[src/rtl/cla_4.sv]
// cla_4 : registered 4-bit carry-lookahead adder.
//
// Adds two 4-bit operands and a carry-in using flat two-level lookahead
// carries (no ripple chain), then registers the sum, carry-out and signed
// overflow flag. A new operand set is accepted on every rising clock edge
// and its result appears on the outputs one edge later.
//
// Ports:
//   clk  in   1  rising-edge clock for all state
//   rst  in   1  synchronous active-high reset, has priority over capture
//   A    in   4  addend A (unsigned or two's complement)
//   B    in   4  addend B (unsigned or two's complement)
//   C0   in   1  carry-in
//   S    out  4  registered sum bits
//   C4   out  1  registered carry-out
//   V    out  1  registered signed overflow flag (C4 ^ C3)
//   PG   out  1  registered group propagate  (only with CLA_4_GROUP_PG_EN)
//   GG   out  1  registered group generate   (only with CLA_4_GROUP_PG_EN)
//
// Build option:
//   CLA_4_GROUP_PG_EN  when defined, adds the PG/GG ports and their logic for
//                      cascading into a second-level lookahead unit. When
//                      undefined, those ports and their logic are absent.

module cla_4 (
    input  logic       clk,
    input  logic       rst,
    input  logic [3:0] A,
    input  logic [3:0] B,
    input  logic       C0,
    output logic [3:0] S,
    output logic       C4,
    output logic       V
`ifdef CLA_4_GROUP_PG_EN
    ,
    output logic       PG,
    output logic       GG
`endif
);

    // Per-bit generate and propagate.
    logic [3:0] g;
    logic [3:0] p;

    // Lookahead carries; c[0] is the carry-in, c[4] the carry-out.
    logic [4:0] c;

    // Next-state values for the output registers.
    logic [3:0] s_d;
    logic       c4_d;
    logic       v_d;

    always_comb begin
        g = A & B;
        p = A ^ B;
    end

    // Every carry is a single sum-of-products of g, p and C0 so that no
    // carry depends on another computed carry.
    always_comb begin
        c[0] = C0;

        c[1] = g[0]
             | (p[0] & C0);

        c[2] = g[1]
             | (p[1] & g[0])
             | (p[1] & p[0] & C0);

        c[3] = g[2]
             | (p[2] & g[1])
             | (p[2] & p[1] & g[0])
             | (p[2] & p[1] & p[0] & C0);

        c[4] = g[3]
             | (p[3] & g[2])
             | (p[3] & p[2] & g[1])
             | (p[3] & p[2] & p[1] & g[0])
             | (p[3] & p[2] & p[1] & p[0] & C0);
    end

    always_comb begin
        s_d  = p ^ c[3:0];
        c4_d = c[4];
        // Signed overflow: carry into the sign bit differs from carry out.
        v_d  = c[4] ^ c[3];
    end

    always_ff @(posedge clk) begin
        if (rst) begin
            S  <= 4'b0000;
            C4 <= 1'b0;
            V  <= 1'b0;
        end else begin
            S  <= s_d;
            C4 <= c4_d;
            V  <= v_d;
        end
    end

`ifdef CLA_4_GROUP_PG_EN
    // Group terms ignore C0 so a second-level unit can form its own carries.
    logic pg_d;
    logic gg_d;

    always_comb begin
        pg_d = p[3] & p[2] & p[1] & p[0];
        gg_d = g[3]
             | (p[3] & g[2])
             | (p[3] & p[2] & g[1])
             | (p[3] & p[2] & p[1] & g[0]);
    end

    always_ff @(posedge clk) begin
        if (rst) begin
            PG <= 1'b0;
            GG <= 1'b0;
        end else begin
            PG <= pg_d;
            GG <= gg_d;
        end
    end
`endif

endmodule

[config.mk]
export PLATFORM = sky130hd
export DESIGN_NAME = cla_4
export DESIGN_NICKNAME = d
export VERILOG_FILES = /design/src/rtl/cla_4.sv
export SDC_FILE = /design/constraint.sdc
export NUM_CORES = 1
export LEC_CHECK = 0
export BUFFER_PORTS_ARGS = -buffer_cell sky130_fd_sc_hd__buf_2
export CORE_AREA = 2 2 39 41
export CTS_CLUSTER_SIZE = 20
export DETAILED_ROUTE_END_ITERATION = 16
export DIE_AREA = 0 0 41 43
export HOLD_SLACK_MARGIN = 0.02
export PLACE_DENSITY = 0.46
export SYNTH_ARGS = -nofsm -noshare
export SYNTH_HDL_FRONTEND = slang
export SYNTH_SLANG_ARGS = --single-unit
[constraint.sdc]
create_clock -name clk -period 1.8 [get_ports clk]
set_input_delay 0.36 -clock clk [delete_from_list [all_inputs] [get_ports clk]]
set_output_delay 0.36 -clock clk [all_outputs]
set_load 0.05 [all_outputs]
==> results of run 1 <==
==> sequential cells by signal, indices dropped and copies added, names as in the netlist <==
register and cells:
C4 1, S 4, V 1
==> layout make-up <==
| type | instances | area [um2] | area share |
|---|---|---|---|
| Timing Repair Buffer | 16 | 80.1 | 0.181 |
| Clock buffer | 3 | 22.5 | 0.0508 |
| Sequential cell | 6 | 120 | 0.271 |
| Multi-Input combinational cell | 22 | 189 | 0.427 |
| Tap cell | 16 | 20.0 | 0.0452 |
| Inverter | 3 | 11.3 | 0.0254 |
==> logic make-up (layout without fill, tap and decap cells) <==
kind of cell,Yosys count,after routing,share of synthesized area
fa+ha+maj,5,5,0.219
mux,2,2,0.0625
buf+inv,3,22,0.0352
flops,6,6,0.375
xor+xnor,1,1,0.0273
simple gates,8,8,0.129
compound gates,6,6,0.152
==> power breakdown <==
group / switching [mW] / internal [mW] / total [mW]
logic: 0.0856 / 0.0441 / 0.130
registers: 0.00266 / 0.148 / 0.150
clock network: 0.0431 / 0.0751 / 0.118
==> worst min path at each step <==
stage | cells past startpoint | endpoint | startpoint | slack, ns
final | 2 | S[0] | rst | 0.35
after global routing | 2 | S[0] | rst | 0.37
after CTS | 2 | S[0] | rst | 0.35
after detailed placement | 2 | S[0] | rst | 0.60
after global placement | 2 | S[0] | rst | 0.60
after floorplan | 1 | S[0] | rst | 0.43
==> routing by layer <==
metal | GRT usage | share of wire
met1 | 0.0772 | 0.49
met2 | 0.0938 | 0.40
met3 | 0.0314 | 0.10
met4 | 0.0800 | 0
met5 | 0 | 0
==> stage by stage <==
stage                     power [mW]  hold slack, ns
after global routing           0.424           0.367
final                          0.398           0.349
after floorplan                0.250           0.427
after global placement         0.284           0.605
after CTS                      0.406           0.347
after detailed placement       0.284           0.600
==> cell usage in the layout, fill, tap and decap left out, drive strengths merged <==
| cell type | Yosys | final |
|---|---|---|
| nor3 | 1 | 1 |
| inv | 3 | 3 |
| o21ba | 1 | 1 |
| or2 | 1 | 1 |
| or3 | 1 | 1 |
| a211oi | 2 | 2 |
| ha | 4 | 4 |
| fa | 1 | 1 |
| nand2b | 2 | 2 |
| dfxtp | 6 | 6 |
| o21ai | 2 | 2 |
| mux2i | 2 | 2 |
| xor2 | 1 | 1 |
| clkbuf | 0 | 3 |
| buf | 0 | 16 |
| a21o | 1 | 1 |
| nor2 | 3 | 3 |
==> cells in the mapped netlist <==
master,instances,area share
a21o_2,1,0.027
inv_1,3,0.035
or2_2,1,0.020
a211oi_2,1,0.039
o21ai_0,1,0.016
or3_1,1,0.020
xor2_1,1,0.027
nand2b_1,2,0.039
nor2_1,3,0.035
o21ai_1,1,0.016
dfxtp_1,6,0.38
mux2i_1,2,0.063
nor3_1,1,0.016
o21ba_2,1,0.031
ha_1,4,0.16
a211oi_1,1,0.023
fa_1,1,0.063
==> impl_metrics.json, run 1 <==
{
  "mappedNetlistArea_um2": 320,
  "worst_pin_slew_ns": 0.250,
  "root_buffer": "clkbuf_4",
  "cts_buffers": 3,
  "synth_seq_area_share": 0.375,
  "period_needed_ns": 1.26,
  "drc_errors": 0,
  "path_class": "primary input to flip-flop",
  "track_usage": 0.0723,
  "die_x_um": 41,
  "p_leak_nw": 0.235,
  "yosys_warnings": 0,
  "ant_nets": 0,
  "row_count": 14,
  "drv_slew": 0,
  "top_level_ports": 17,
  "tns_ns": 0,
  "dieHeight_um": 43,
  "cp_max_fo": 3,
  "antenna_found_initial": 0,
  "grt_pass1_vias": 220,
  "placement.io_buffers": 16,
  "drt-initial-drc-count": 4,
  "h-tree-depth": 1,
  "peakVddDrop_mv": 0.184,
  "outcome": "finished, final reports clean",
  "first_pass_iters": 3,
  "cap_violations": 0,
  "path_buf_inv": 1,
  "cts_tree": "done",
  "syn-num-nets": 47,
  "ctsResizeCount": 0,
  "holdBufCountCts": 0,
  "grt_setup_unrepaired": "no",
  "routabilityCongestion": 0.664,
  "hold_class": "primary input to flip-flop",
  "grt_start_max_net_pins": 8,
  "die_area_um2": 1760,
  "max_stage_delay_ns": 0.31,
  "placed_cells": 63,
  "vias": 264,
  "cp-start-kind": "primary input",
  "crit_path_end_kind": "flip-flop",
  "synth_seq_cells": 6,
  "critPathSlowestCell": "ha_1",
  "wl_per_cell_um": 7.65,
  "viasPerCell": 4.00,
  "yosys.cell_types.count": 17,
  "syn2layout_area_growth_pct": 38.3,
  "grt_overflow_total": 0,
  "crit_arrival_ns": 1.43,
  "synth_cells": 31,
  "post_cts_buffers": 0,
  "syn_area_per_cell_um2": 10.3,
  "clockBufferDepth": 2,
  "core-area_um2": 1380,
  "postLayoutCoreUtil": 0.320,
  "design_area_um2": 443,
  "totalWireLength_um": 505,
  "max_freq_mhz": 792,
  "clkTransAtPathRegs_ns": 0.04,
  "crit_required_ns": 1.96,
  "final.setup.worst_slack_ns": 0.538,
  "crit_chain": "buf_2 > ha_1 > a211oi_2 > o21ba_2 > mux2i_1",
  "relSlewSlack": 0.835,
  "final_nets": 68,
  "crit_cells": 5,
  "diodes": 0,
  "fin_crit_sh": 0.701,
  "grt_pass1_wl_um": 814,
  "dpl_cell_area_um2": 420,
  "clock_sinks": 6,
  "setup_violations": 0,
  "hold_violations": 0,
  "cp-endpoint": "V",
  "n_fill_cell": 149,
  "power_density_nw_per_um2": 899,
  "drive_gt1_frac": 0.460,
  "crit_start": "A[0]",
  "pre_cts_ws_ns": 0.282,
  "instances_no_fill": 66,
  "initial_core_util": 0.231,
  "critPathTopFamily": "compound AO/OA/AOI/OAI gates"
}
(Power assumes the default switching activity.)
==> run 2, diff against run 1 <==
==> constraint.sdc (replaced) <==
create_clock -name clk -period 1.2 [get_ports clk]
set_input_delay 0.24 -clock clk [delete_from_list [all_inputs] [get_ports clk]]
set_output_delay 0.24 -clock clk [all_outputs]
set_load 0.05 [all_outputs]
==> impl_metrics.json, run 2 (synthesized netlist as in run 1, its figures left out) <==
{
  "crit_chain": "buf_2 > ha_1 > a211oi_2 > o21ba_2 > mux2i_1",
  "largest-register": "S",
  "instances_no_fill": 68,
  "crit_arrival_ns": 1.29,
  "largest_reg_flops": 4,
  "ctsResizeCount": 0,
  "drv_slew": 0,
  "h-tree-depth": 1,
  "first_pass_iters": 1,
  "die_area_um2": 1760,
  "root_buffer": "clkbuf_4",
  "grt_pass1_wl_um": 903,
  "cts_tree": "done",
  "vias": 284,
  "grt_setup_unrepaired": "no",
  "max_stage_delay_ns": 0.30,
  "clock_sinks": 6,
  "cap_violations": 0,
  "final_common_cell": "buf_2",
  "worst_pin_slew_ns": 0.251,
  "register_area_um2": 120,
  "top_regs": "S (4), C4 (1), V (1)",
  "drc_errors": 0,
  "top_level_ports": 17,
  "final_cell_mix": "buf_2, dfxtp_1, ha_1",
  "syn2layout_area_growth_pct": 43.0,
  "grt_start_max_net_pins": 8,
  "placed_cells": 65,
  "grt_pass1_vias": 255,
  "outcome": "finished, final reports clean",
  "timing.hold.ws_ns": 0.226,
  "clkTransAtPathRegs_ns": 0.04,
  "routabilityCongestion": 0.645,
  "wl_per_cell_um": 7.38,
  "period_needed_ns": 1.13,
  "clockBufferDepth": 2,
  "peakVddDrop_mv": 0.277,
  "antenna_found_initial": 0,
  "max_freq_mhz": 885,
  "cts_buffers": 3,
  "n_fill_cell": 156,
  "final_nets": 70,
  "cp_max_fo": 3,
  "p_leak_nw": 0.245,
  "drive_gt1_frac": 0.481,
  "postLayoutCoreUtil": 0.331,
  "diodes": 0,
  "hold_class": "primary input to flip-flop",
  "holdBufCountCts": 0,
  "row_count": 14,
  "fin_crit_sh": 0.941,
  "die_x_um": 41,
  "cp-start-kind": "primary input",
  "track_usage": 0.0816,
  "drt-initial-drc-count": 0,
  "grt_overflow_total": 0,
  "core-area_um2": 1380,
  "path_class": "primary input to flip-flop",
  "crit_required_ns": 1.36,
  "power_density_nw_per_um2": 1320,
  "setup_violations": 0,
  "initial_core_util": 0.231,
  "multiInputGateArea_um2": 189,
  "post_cts_buffers": 0,
  "hold_violations": 0,
  "totalWireLength_um": 502,
  "dieHeight_um": 43,
  "ant_nets": 0,
  "critPathSlowestCell": "ha_1",
  "crit_path_end_kind": "flip-flop",
  "viasPerCell": 4.18,
  "placement.io_buffers": 16,
  "relSlewSlack": 0.834
}
## run 2: cell count changes in the layout (fill, tap and decap cells not counted), sizes merged
cell,delta
buf,+2
## run 2: final timing paths
check | startpoint | slack [ns] | endpoint | depth (start not counted)
worst max-delay path | A[0] | 0.07 | S[3] | 5
worst min-delay path | rst | 0.23 | S[0] | 2
## run 2: stage by stage
stage | total power [mW] | setup slack, ns | setup TNS (ns) | cell area, um2
detailed placement | 0.435 | -0.183 | -0.578 | 435
finish | 0.604 | 0.0704 | 0 | 458
global placement | 0.435 | -0.183 | -0.589 | 435
floorplan | 0.376 | 0.0169 | 0 | 320
CTS | 0.617 | 0.0618 | 0 | 458
global route | 0.642 | 0.00573 | 0 | 458
## run 2: where the power goes
group,internal (mW),switching [mW]
Combinational,0.0735,0.130
Sequential,0.222,0.00397
Clock,0.112,0.0632
## run 2: cell type report
class	instances	area share
Tap cell	16	0.0437
Multi-Input combinational cell	22	0.413
Inverter	3	0.0246
Timing Repair Buffer	18	0.208
Sequential cell	6	0.262
Clock buffer	3	0.0492
## run 2: critical path: cells and delay by family
kind,cells,cell delay (ns)
compound gates,2,0.46
fa+ha+maj,1,0.30
mux,1,0.18
buf+inv,1,0.10
## run 2: routing by layer
metal  track usage  share of wire
met1        0.0942           0.42
met2        0.0969           0.41
met3        0.0157           0.11
met4         0.120          0.054
met5             0              0
